File: config.mk
export PLATFORM = sky130hd
export DESIGN_NAME = hazard_ctrl_unit
export DESIGN_NICKNAME = d
export VERILOG_FILES = /design/src/rtl/hazard_ctrl_unit.sv
export SDC_FILE = /design/constraint.sdc
export NUM_CORES = 1
export LEC_CHECK = 0
export BUFFER_PORTS_ARGS = -buffer_cell sky130_fd_sc_hd__buf_4
export CORE_MARGIN = 10
export CORE_UTILIZATION = 23
export DETAILED_ROUTE_END_ITERATION = 10
export PLACE_DENSITY = 0.52
export REMOVE_ABC_BUFFERS = 1
export SLEW_MARGIN = 20
export SYNTH_ARGS = -nofsm -noshare
export SYNTH_HDL_FRONTEND = slang
export SYNTH_SLANG_ARGS = --single-unit
File: constraint.sdc
create_clock -name clk -period 1.5 [get_ports clk]
set_clock_uncertainty 0.05 [all_clocks]
set_input_delay 0.075 -clock clk [delete_from_list [all_inputs] [get_ports clk]]
set_output_delay 0.075 -clock clk [all_outputs]
set_load 0.1 [all_outputs]
File: src/rtl/hazard_ctrl_unit.sv
// Hazard/pipeline control for the 5-stage RV32I core: M/W forwarding, load-use stall FSM, redirect flush.
// Define HZ_PERF_CNT_EN to build the saturating stall/flush performance counters.
module hazard_ctrl_unit #(
    parameter int REG_AW   = 5,
    parameter int LOAD_LAT = 1,
    parameter int CNT_W    = 16
) (
    input  logic              clk,
    input  logic              rst,
    input  logic [REG_AW-1:0] Rs1_D,
    input  logic [REG_AW-1:0] Rs2_D,
    input  logic [REG_AW-1:0] Rs1_E,
    input  logic [REG_AW-1:0] Rs2_E,
    input  logic [REG_AW-1:0] RD_E,
    input  logic [1:0]        ResultSrcE,
    input  logic [REG_AW-1:0] RD_M,
    input  logic              RegWriteM,
    input  logic [REG_AW-1:0] RD_W,
    input  logic              RegWriteW,
    input  logic              PCSrcE,
    output logic [1:0]        ForwardAE,
    output logic [1:0]        ForwardBE,
    output logic              StallF,
    output logic              StallD,
    output logic              FlushD,
    output logic              FlushE,
    output logic [CNT_W-1:0]  stall_cnt,
    output logic [CNT_W-1:0]  flush_cnt
);

    typedef enum logic {IDLE, HOLD} state_t;

    localparam logic [3:0] HOLD_INIT = 4'(LOAD_LAT - 1);

    state_t     state_q, state_d;
    logic [3:0] cnt_q, cnt_d;
    logic       lw_hit;
    logic       stall;
    logic       redirect;

    // Everything is qualified by rst so outputs read zero for the whole reset window.
    function automatic logic [1:0] fwd_sel(input logic [REG_AW-1:0] rs);
        if (RegWriteM && RD_M != '0 && RD_M == rs)
            return 2'b10;
        else if (RegWriteW && RD_W != '0 && RD_W == rs)
            return 2'b01;
        else
            return 2'b00;
    endfunction

    always_comb begin
        ForwardAE = 2'b00;
        ForwardBE = 2'b00;
        if (rst) begin
            ForwardAE = fwd_sel(Rs1_E);
            ForwardBE = fwd_sel(Rs2_E);
        end
    end

    assign redirect = rst && PCSrcE;
    assign lw_hit   = rst && (ResultSrcE == 2'b01) && (RD_E != '0) &&
                      (RD_E == Rs1_D || RD_E == Rs2_D) &&
                      (state_q == IDLE) && !PCSrcE;
    assign stall    = lw_hit || (state_q == HOLD);

    assign StallF = stall;
    assign StallD = stall;
    assign FlushD = redirect;
    assign FlushE = stall || redirect;

    // The hit cycle is the first bubble; HOLD covers the remaining LOAD_LAT-1.
    always_comb begin
        state_d = state_q;
        cnt_d   = cnt_q;
        case (state_q)
            IDLE: begin
                if (lw_hit && LOAD_LAT > 1) begin
                    state_d = HOLD;
                    cnt_d   = HOLD_INIT;
                end
            end
            HOLD: begin
                if (PCSrcE || cnt_q == 4'd1) begin
                    state_d = IDLE;
                    cnt_d   = 4'd0;
                end else begin
                    cnt_d = cnt_q - 4'd1;
                end
            end
            default: begin
                state_d = IDLE;
                cnt_d   = 4'd0;
            end
        endcase
    end

    always_ff @(posedge clk or negedge rst) begin
        if (!rst) begin
            state_q <= IDLE;
            cnt_q   <= 4'd0;
        end else begin
            state_q <= state_d;
            cnt_q   <= cnt_d;
        end
    end

`ifdef HZ_PERF_CNT_EN
    localparam logic [CNT_W-1:0] CNT_ONE = {{(CNT_W-1){1'b0}}, 1'b1};

    logic [CNT_W-1:0] stall_cnt_q, stall_cnt_d;
    logic [CNT_W-1:0] flush_cnt_q, flush_cnt_d;

    // Saturate rather than wrap so long runs stay meaningful.
    always_comb begin
        stall_cnt_d = stall_cnt_q;
        flush_cnt_d = flush_cnt_q;
        if (stall && stall_cnt_q != '1)
            stall_cnt_d = stall_cnt_q + CNT_ONE;
        if (PCSrcE && flush_cnt_q != '1)
            flush_cnt_d = flush_cnt_q + CNT_ONE;
    end

    always_ff @(posedge clk or negedge rst) begin
        if (!rst) begin
            stall_cnt_q <= '0;
            flush_cnt_q <= '0;
        end else begin
            stall_cnt_q <= stall_cnt_d;
            flush_cnt_q <= flush_cnt_d;
        end
    end

    assign stall_cnt = stall_cnt_q;
    assign flush_cnt = flush_cnt_q;
`else
    assign stall_cnt = '0;
    assign flush_cnt = '0;
`endif

endmodule

Word-level counts from Yosys, hierarchy flattened
Index checks and enable logic that the tools add are counted. Widths: inputs -> output; s select.

Register bits: 5. Input bits: 42. Output and inout port bits: 40. Word-level logic and storage cells: 41.

Add/subtract/negate cells: 1. Eq/ne operators: 8. Multiplexer cells: 9. Bitwise gates (word level): 1. Reduce and logical (&&, ||, !) cells: 20.

Operators by type and width (number): $eq 5x5->1 (6); $reduce_bool 5->1 (3); $logic_and 1x1->1 (12); $mux 2 (4); $eq 4x1->1 const B (1); $logic_or 1x1->1 (4); $mux 1 (4); $mux 4 (1); $sub 4x1->4 const B (1); $eq 2x1->1 const B (1); $logic_not 1->1 (1); $not 1->1 (1).

Logic depth before layout (Yosys ltp)
Gate-level depths: netlist of the first run.

Depth in word-level cells: 8. Depth in mapped cells: 5. Gate-level depth less buffers: 5.

Worst setup path before layout of the first run
No wires, ideal clock.

Kind: in2out. From: input port RD_E[2]. To: output port StallF. Arrival time: 3411 ps. Required time: 1375 ps. Setup slack: -2036 ps. Stages: 5. Buffers on the path: 1. Cells stage by stage: xor2_1 -> nor3_1 -> a22oi_1 -> o31ai_1 -> buf_4.

Longest elaborated chain between the ends: 6. Elaborated cells between the ends (all ways): 9. Those cells by class: eq/ne (2); reduce/logical (7).

RTL lines: start, declared (line 14) `input logic [REG_AW-1:0] RD_E,`; $eq 5x5->1 / $reduce_bool 5->1 (equally long branches) (line 62, 61); $logic_or 1x1->1 / $logic_and 1x1->1 (equally long branches) (line 62, 61); $logic_and 1x1->1 (*) (line 61) `assign lw_hit = rst && (ResultSrcE == 2'b01) && (RD_E != '0) &&`; $logic_and 1x1->1 (*) (line 62) `(RD_E == Rs1_D || RD_E == Rs2_D) &&`; $logic_and 1x1->1 (*) (line 63) `(state_q == IDLE) && !PCSrcE;`; $logic_or 1x1->1 (*) (line 64) `assign stall = lw_hit || (state_q == HOLD);`; end, declared (line 23) `output logic StallF,`.

Mark *: on every way between the ends. The rest lies on a longest branch, timed or not.

Worst setup path after layout of the first run
From: input port RD_M[3]. To: output port ForwardBE[0].

Longest elaborated chain between the ends: 5. Elaborated cells between the ends (all ways): 6. Those cells by class: eq/ne (1); mux (2); reduce/logical (3).

RTL lines: start, declared (line 16) `input logic [REG_AW-1:0] RD_M,`; $reduce_bool 5->1 (line 43) `if (RegWriteM && RD_M != '0 && RD_M == rs)`; $logic_and 1x1->1 (line 43); $logic_and 1x1->1 (*) (line 43); $mux 2 (*) (line 43); $mux 2 (*) (line 54) `if (rst) begin`; end, declared (line 22) `output logic [1:0] ForwardBE,`.

Marked as above.

==> results of run 1 <==
## synth_stat cells (all sizes together), types with 2 or more instances
cell	count	area share
o21ai	5	0.031
or4	4	0.036
inv	4	0.016
ha	2	0.027
xor2	22	0.21
nor2	5	0.020
nor4	4	0.034
nor3	5	0.027
nand3	3	0.016
dfrtp	5	0.14
xnor2	8	0.076
buf	33	0.27
and2	3	0.020
## path summary, 6_finish.rpt
path | to | slack [ns] | depth (start not counted)
max | ForwardBE[0] | -0.12 | 7
min | state_q | 0.23 | 3
max reg2reg | cnt_q[2] | 0.12 | 4
min reg2reg | cnt_q[3] | 0.49 | 1
max in group asynchronous | cnt_q[1] | 0.84 | 3
min in group asynchronous | cnt_q[2] | 0.35 | 3
## per-layer routing
metal / track usage / vias up
met1: 0.0806 / 409
met3: 0.0410 / 2
li1: - / 455
met5: 0 / -
met2: 0.146 / 43
met4: 0.00913 / 0
## cell type report
| class | instances | area, um^2 | share of cell area |
|---|---|---|---|
| multi-input combinational | 103 | 749 | 0.478 |
| timing repair buffer | 66 | 569 | 0.363 |
| sequential | 5 | 125 | 0.0799 |
| tap | 50 | 62.6 | 0.0399 |
| clock buffer | 4 | 45.0 | 0.0288 |
| inverter | 4 | 15.0 | 0.00958 |
## registers in the layout, summed over array words and instances (netlist names)
signal	count
cnt_q	4
state_q	1
## cells in the final DEF (no fill, tap or decap), types with 3 or more instances in the layout
master    netlist  final
buf_12          0      3
buf_4          33     54
buf_6           0      7
clkbuf_8        0      3
conb_1          1     32
dfrtp_1         5      5
inv_1           4      4
nand3_1         3      3
nor2_1          5      5
nor3_1          5      3
nor4_4          0      3
xnor2_1         8      7
xor2_1         22     22
## power by group through the flow
stage	registers [mW]	logic [mW]	clock network, mW
floorplan	0.152	0.479	0
CTS	0.152	0.680	0.263
global placement	0.154	0.640	0
global route	0.154	0.725	0.278
detailed placement	0.154	0.641	0
finish	0.153	0.691	0.256
## logic make-up after synthesis
kind of cell	Yosys count
other	1
AO/OA/AOI/OAI	12
AND/OR/NAND/NOR	26
XOR/XNOR	30
adder cells (fa/ha/maj)	2
multiplexers	1
flip-flops	5
buffers and inverters	37
## through the flow
stage / hold WS [ns] / total power, mW / util / cells / area (um^2)
floorplan: -0.271 / 0.632 / - / 112 / 795
global placement: -0.0372 / 0.794 / 0.335 / 224 / 1320
detailed placement: -0.0381 / 0.795 / 0.335 / 224 / 1320
CTS: 0.203 / 1.10 / 0.387 / 232 / 1520
global route: 0.274 / 1.16 / 0.397 / 232 / 1570
finish: 0.226 / 1.10 / 0.397 / 232 / 1570
## worst max-delay path, delay by kind of cell
| family | cells | cell delay, ns |
|---|---|---|
| compound gates | 1 | 0.21 |
| buf+inv | 3 | 0.47 |
| simple gates | 3 | 0.72 |
## what timing repair did
| item | CTS | global route |
|---|---|---|
| gates resized for setup | 25 | 11 |
| buffers inserted | 3 | 0 |
| pin swaps | 9 | 3 |
| setup endpoints to repair | 5 | 8 |
| hold endpoints to repair | 5 | 0 |
| hold buffers | 1 | 0 |
| cloned | 0 | 0 |
==> impl_metrics.csv, run 1 <==
group,metric,value,unit
status,status,"finished, violations left",
status,violations,"setup timing",
setup_path,slowest_stage,"or4_4",
grt,grt_max_degree,7,
drt,wl_met1,1.13,mm
synthesis,async_flop_share,1.00,
power,power_switching,0.592,mW
placed_design,portBuffers,49,
setup_path,start_kind,"input pin",
power,vdd_drop_max,356,uV
power,clkPwrFrac,0.233,
hold_path,min_path_type,"input pin to flop",
power,netSwitchingFraction,0.538,
synthesis,synthXorXnorAreaFrac,0.284,
synthesis,synth-compound-area-share,0.0892,
final_layout,n_antenna_cell,0,
clock_tree,clkSlewWorstSetupHoldPaths,0.04,ns
clock_tree,cts_root_buf,"clkbuf_8",
floorplanning,die_area,6960,um^2
drt,vias,909,
setup_path,critPathMostFrequentCell,"buf_6",
floorplanning,io_pins,82,
synthesis,synth_area_per_cell,8.12,um^2
synthesis,synth_mux_area_frac,0.0108,
timing,min_period,1.62,ns
floorplanning,start_util,0.235,
power,comb_power_share,0.629,
setup_path,critPathRequiredTime,1.37,ns
timing,setup_viol,4,
placed_design,place.gp.congestion,0.737,
timing,fin_crit_sh,1.08,
synthesis,ys_warn_count,0,
grt,grt_antenna_before_repair,0,
grt,grt_overflow,0,
setup_path,path_max_fanout,2,
clock_tree,clk_latency,0.22,ns
synthesis,synth.distinct_cells,27,
drt,drt-initial-drc-count,13,
drt,vias_per_cell,3.92,
timing,tns,-0.310,ns
placed_design,post-place-ws,-0.165,ns
timing,finalHoldViolations,0,
power,internal_power,0.508,mW
synthesis,ys_seq_area_frac,0.135,
clock_tree,cts_buffers,3,
synthesis,synthFlopType,"dfrtp_1",
power,p_leak,0.765,nW
power,pwr-share-seq,0.139,
drt,drt_pass1_iterations,4,
drt,drcViolationCount,0,
synthesis,synth_top_family_by_area,"buffers and inverters",
setup_path,max_stage_delay,0.54,ns
grt,first_global_vias,984,
drt,top_layer,"met4",
setup_path,r2r-start,"cnt_q[0]",
setup_path,crit_chain,"buf_6 > or4_4 > o21ai_4 > buf_6 > nor4_4 > nor3_2 > buf_6",
timing,fmax,616,MHz
setup_path,startpoint,"RD_M[3]",
final_layout,nets,227,
floorplanning,die_w,83.4,um
synthesis,synth_area,926,um^2
final_layout,n_fill_cell,408,
synthesis,synth-simple-area-share,0.166,
setup_path,cp.arrival,1.50,ns
synthesis,synthAdderAreaFrac,0.0270,
final_layout,drive_above_1_share,0.451,
synthesis,ys_seq_elements,5,
grt,grt_pass1_wl,4.69,mm
synthesis,syn_inst,114,
setup_path,path_class,"input pin to output pin",
timing,grt_setup_unrepaired,"true",
floorplanning,dieHeight,83.4,um
synthesis,synth_edf_count,0,
drt,wl_per_cell,13.1,um
clock_tree,cts_sinks,5,
drt,ant_nets,0,
clock_tree,clk_path_buf_depth,2,
timing,slew_violations,0,
hold_path,hold_start,"PCSrcE",
drt,met3_length,296,um
floorplanning,core_area,3940,um^2
grt,grtUsageTotal,0.0796,
flow_run,drv_cap,0,
drt,wl,3.04,mm
placed_design,dp_hpwl,2.56,mm
drt,wl_met2,1.60,mm
power,powerDensity,702,nW/um^2
floorplanning,rows,23,
clock_tree,cts_tree,"built",
timing,fin_ws,-0.123,ns
final_layout,synthToLayoutAreaGrowth,69.2,%
clock_tree,cts_max_level,1,
setup_path,critPathCaptureType,"output pin",
(Power assumes the default switching activity.)
==> run 2, diff against run 1 <==
- BUFFER_PORTS_ARGS: -buffer_cell sky130_fd_sc_hd__buf_4 -> -buffer_cell sky130_fd_sc_hd__buf_2
==> run 2 against run 1 <==
The run still ends with setup timing left. Count of clock-buffer cells in the layout did not move. Sequential power barely moved. Die area did not move. Sequential share of layout area rose by 0.33 points. Routed wire length fell by 6.7%. Total power fell by 3.1%. Via count rose by 0.44%. Combinational power fell by 3.6%. Critical path type unchanged. Largest power group unchanged.
==> impl_metrics.csv, run 2 (synthesized netlist as in run 1, its figures left out) <==
group,metric,value,unit
drt,wl,2.84,mm
power,power_switching,0.586,mW
power,p_leak,0.745,nW
drt,drt-initial-drc-count,4,
setup_path,r2r-start,"cnt_q[1]",
timing,setup_viol,3,
final_layout,n_antenna_cell,0,
setup_path,cp.arrival,1.48,ns
setup_path,path_max_fanout,2,
timing,finalHoldViolations,0,
setup_path,r2r_end,"cnt_q[3]",
setup_path,reg2reg_slack,0.11,ns
flow_run,drv_cap,0,
floorplanning,core_area,3940,um^2
clock_tree,clkSlewWorstSetupHoldPaths,0.03,ns
drt,drt_pass1_iterations,4,
final_layout,drive_above_1_share,0.473,
floorplanning,die_w,83.4,um
clock_tree,cts_buffers,3,
placed_design,place.gp.congestion,0.735,
placed_design,post-place-ws,-0.186,ns
power,comb_power_share,0.625,
final_layout,largest_reg_flops,4,
final_layout,final_common_cell,"buf_2",
timing,slew_violations,0,
power,clkPwrFrac,0.232,
setup_path,start_kind,"input pin",
clock_tree,cts_sinks,5,
floorplanning,rows,23,
drt,wl_per_cell,12.1,um
floorplanning,dieHeight,83.4,um
setup_path,path_class,"input pin to output pin",
power,powerDensity,708,nW/um^2
drt,vias_per_cell,3.90,
floorplanning,die_area,6960,um^2
power,finalPower,1.07,mW
grt,first_global_vias,992,
power,vdd_drop_max,637,uV
clock_tree,cts_max_level,1,
final_layout,n_fill_cell,421,
grt,grt_pass1_wl,4.58,mm
clock_tree,cts_root_buf,"clkbuf_8",
clock_tree,clk_path_buf_depth,2,
final_layout,nets,229,
final_layout,final_util,0.382,
drt,vias,913,
hold_path,hold_end,"state_q",
power,netSwitchingFraction,0.550,
clock_tree,cts_tree,"built",
grt,grt_overflow,0,
timing,holdWs,0.208,ns
timing,min_period,1.61,ns
final_layout,fin_area,1510,um^2
floorplanning,start_util,0.235,
timing,fin_ws,-0.108,ns
power,pwr-share-seq,0.143,
floorplanning,io_pins,82,
grt,grt_antenna_before_repair,0,
final_layout,synthToLayoutAreaGrowth,62.6,%
drt,drcViolationCount,0,
grt,grt_max_degree,7,
final_layout,layout_common_cells,"buf_2 (40), conb_1 (32), xor2_1 (20), buf_4 (17), xnor2_1 (7)",
hold_path,min_path_type,"input pin to flop",
status,violations,"setup timing",
setup_path,critPathCaptureType,"output pin",
timing,fmax,622,MHz
setup_path,reg2reg_depth,5,
placed_design,placed_area,1320,um^2
timing,grt_setup_unrepaired,"true",
power,internal_power,0.480,mW
clock_tree,clk_latency,0.22,ns
setup_path,critPathRequiredTime,1.37,ns
placed_design,portBuffers,49,
final_layout,reg.largest.list,"cnt_q x4, state_q x1",
hold_path,min_path_cells,3,
status,status,"finished, violations left",
placed_design,dp_hpwl,2.50,mm
hold_path,hold_start,"PCSrcE",
final_layout,largest-register,"cnt_q",
drt,ant_nets,0,
timing,fin_crit_sh,1.07,
grt,grtUsageTotal,0.0763,
==> run 2: worst max path at each step <==
stage,startpoint,end,slack [ns],cells past startpoint
final,RD_W[3],ForwardAE[0],-0.11,6
after global routing,RD_W[3],ForwardAE[0],-0.14,6
after CTS,RD_W[3],ForwardAE[0],-0.13,6
after detailed placement,RD_M[1],ForwardAE[0],-0.19,6
after global placement,RD_M[1],ForwardAE[0],-0.17,6
after floorplan,RD_E[2],StallD,-3.51,4
==> run 2: routing by layer <==
layer,vias up,GRT usage,share of wire
met5,-,0,0
met4,0,0.00457,0
met3,0,0.0449,0.11
li1,456,-,-
met2,40,0.135,0.52
met1,417,0.0795,0.37
==> run 2: layout make-up <==
| cell class | instances | area [um^2] | area share |
|---|---|---|---|
| multi-input combinational | 103 | 758 | 0.504 |
| timing repair buffer | 68 | 499 | 0.332 |
| sequential | 5 | 125 | 0.0831 |
| tap | 50 | 62.6 | 0.0416 |
| clock buffer | 4 | 45.0 | 0.0299 |
| inverter | 4 | 15.0 | 0.00998 |
==> run 2: timing repair <==
| action | in CTS | in global routing |
|---|---|---|
| pin swaps | 8 | 7 |
| endpoints found under the hold margin | 5 | 0 |
| endpoints found under the setup margin | 5 | 7 |
| hold buffers | 1 | 0 |
| gates resized for setup | 13 | 10 |
| setup buffers | 1 | 0 |
==> run 2: power by group through the flow <==
stage          registers (mW)  clock network [mW]  logic, mW
2_1_floorplan           0.152                   0      0.479
5_1_grt                 0.153               0.269      0.702
3_3_place_gp            0.154                   0      0.616
6_report                0.152               0.247      0.666
3_5_place_dp            0.154                   0      0.616
4_1_cts                 0.152               0.253      0.648
==> run 2: critical path: stages <==
cell	delay, ns
buf_6	0.09
buf_6	0.11
xor2_2	0.13
or4_4	0.53
nor4_4	0.33
buf_12	0.21
==> run 2: metrics by stage <==
step	TNS [ns]	cells
2_1_floorplan	-11.02	112
3_3_place_gp	-0.333	228
3_5_place_dp	-0.392	228
4_1_cts	-0.272	234
5_1_grt	-0.374	234
6_report	-0.243	234
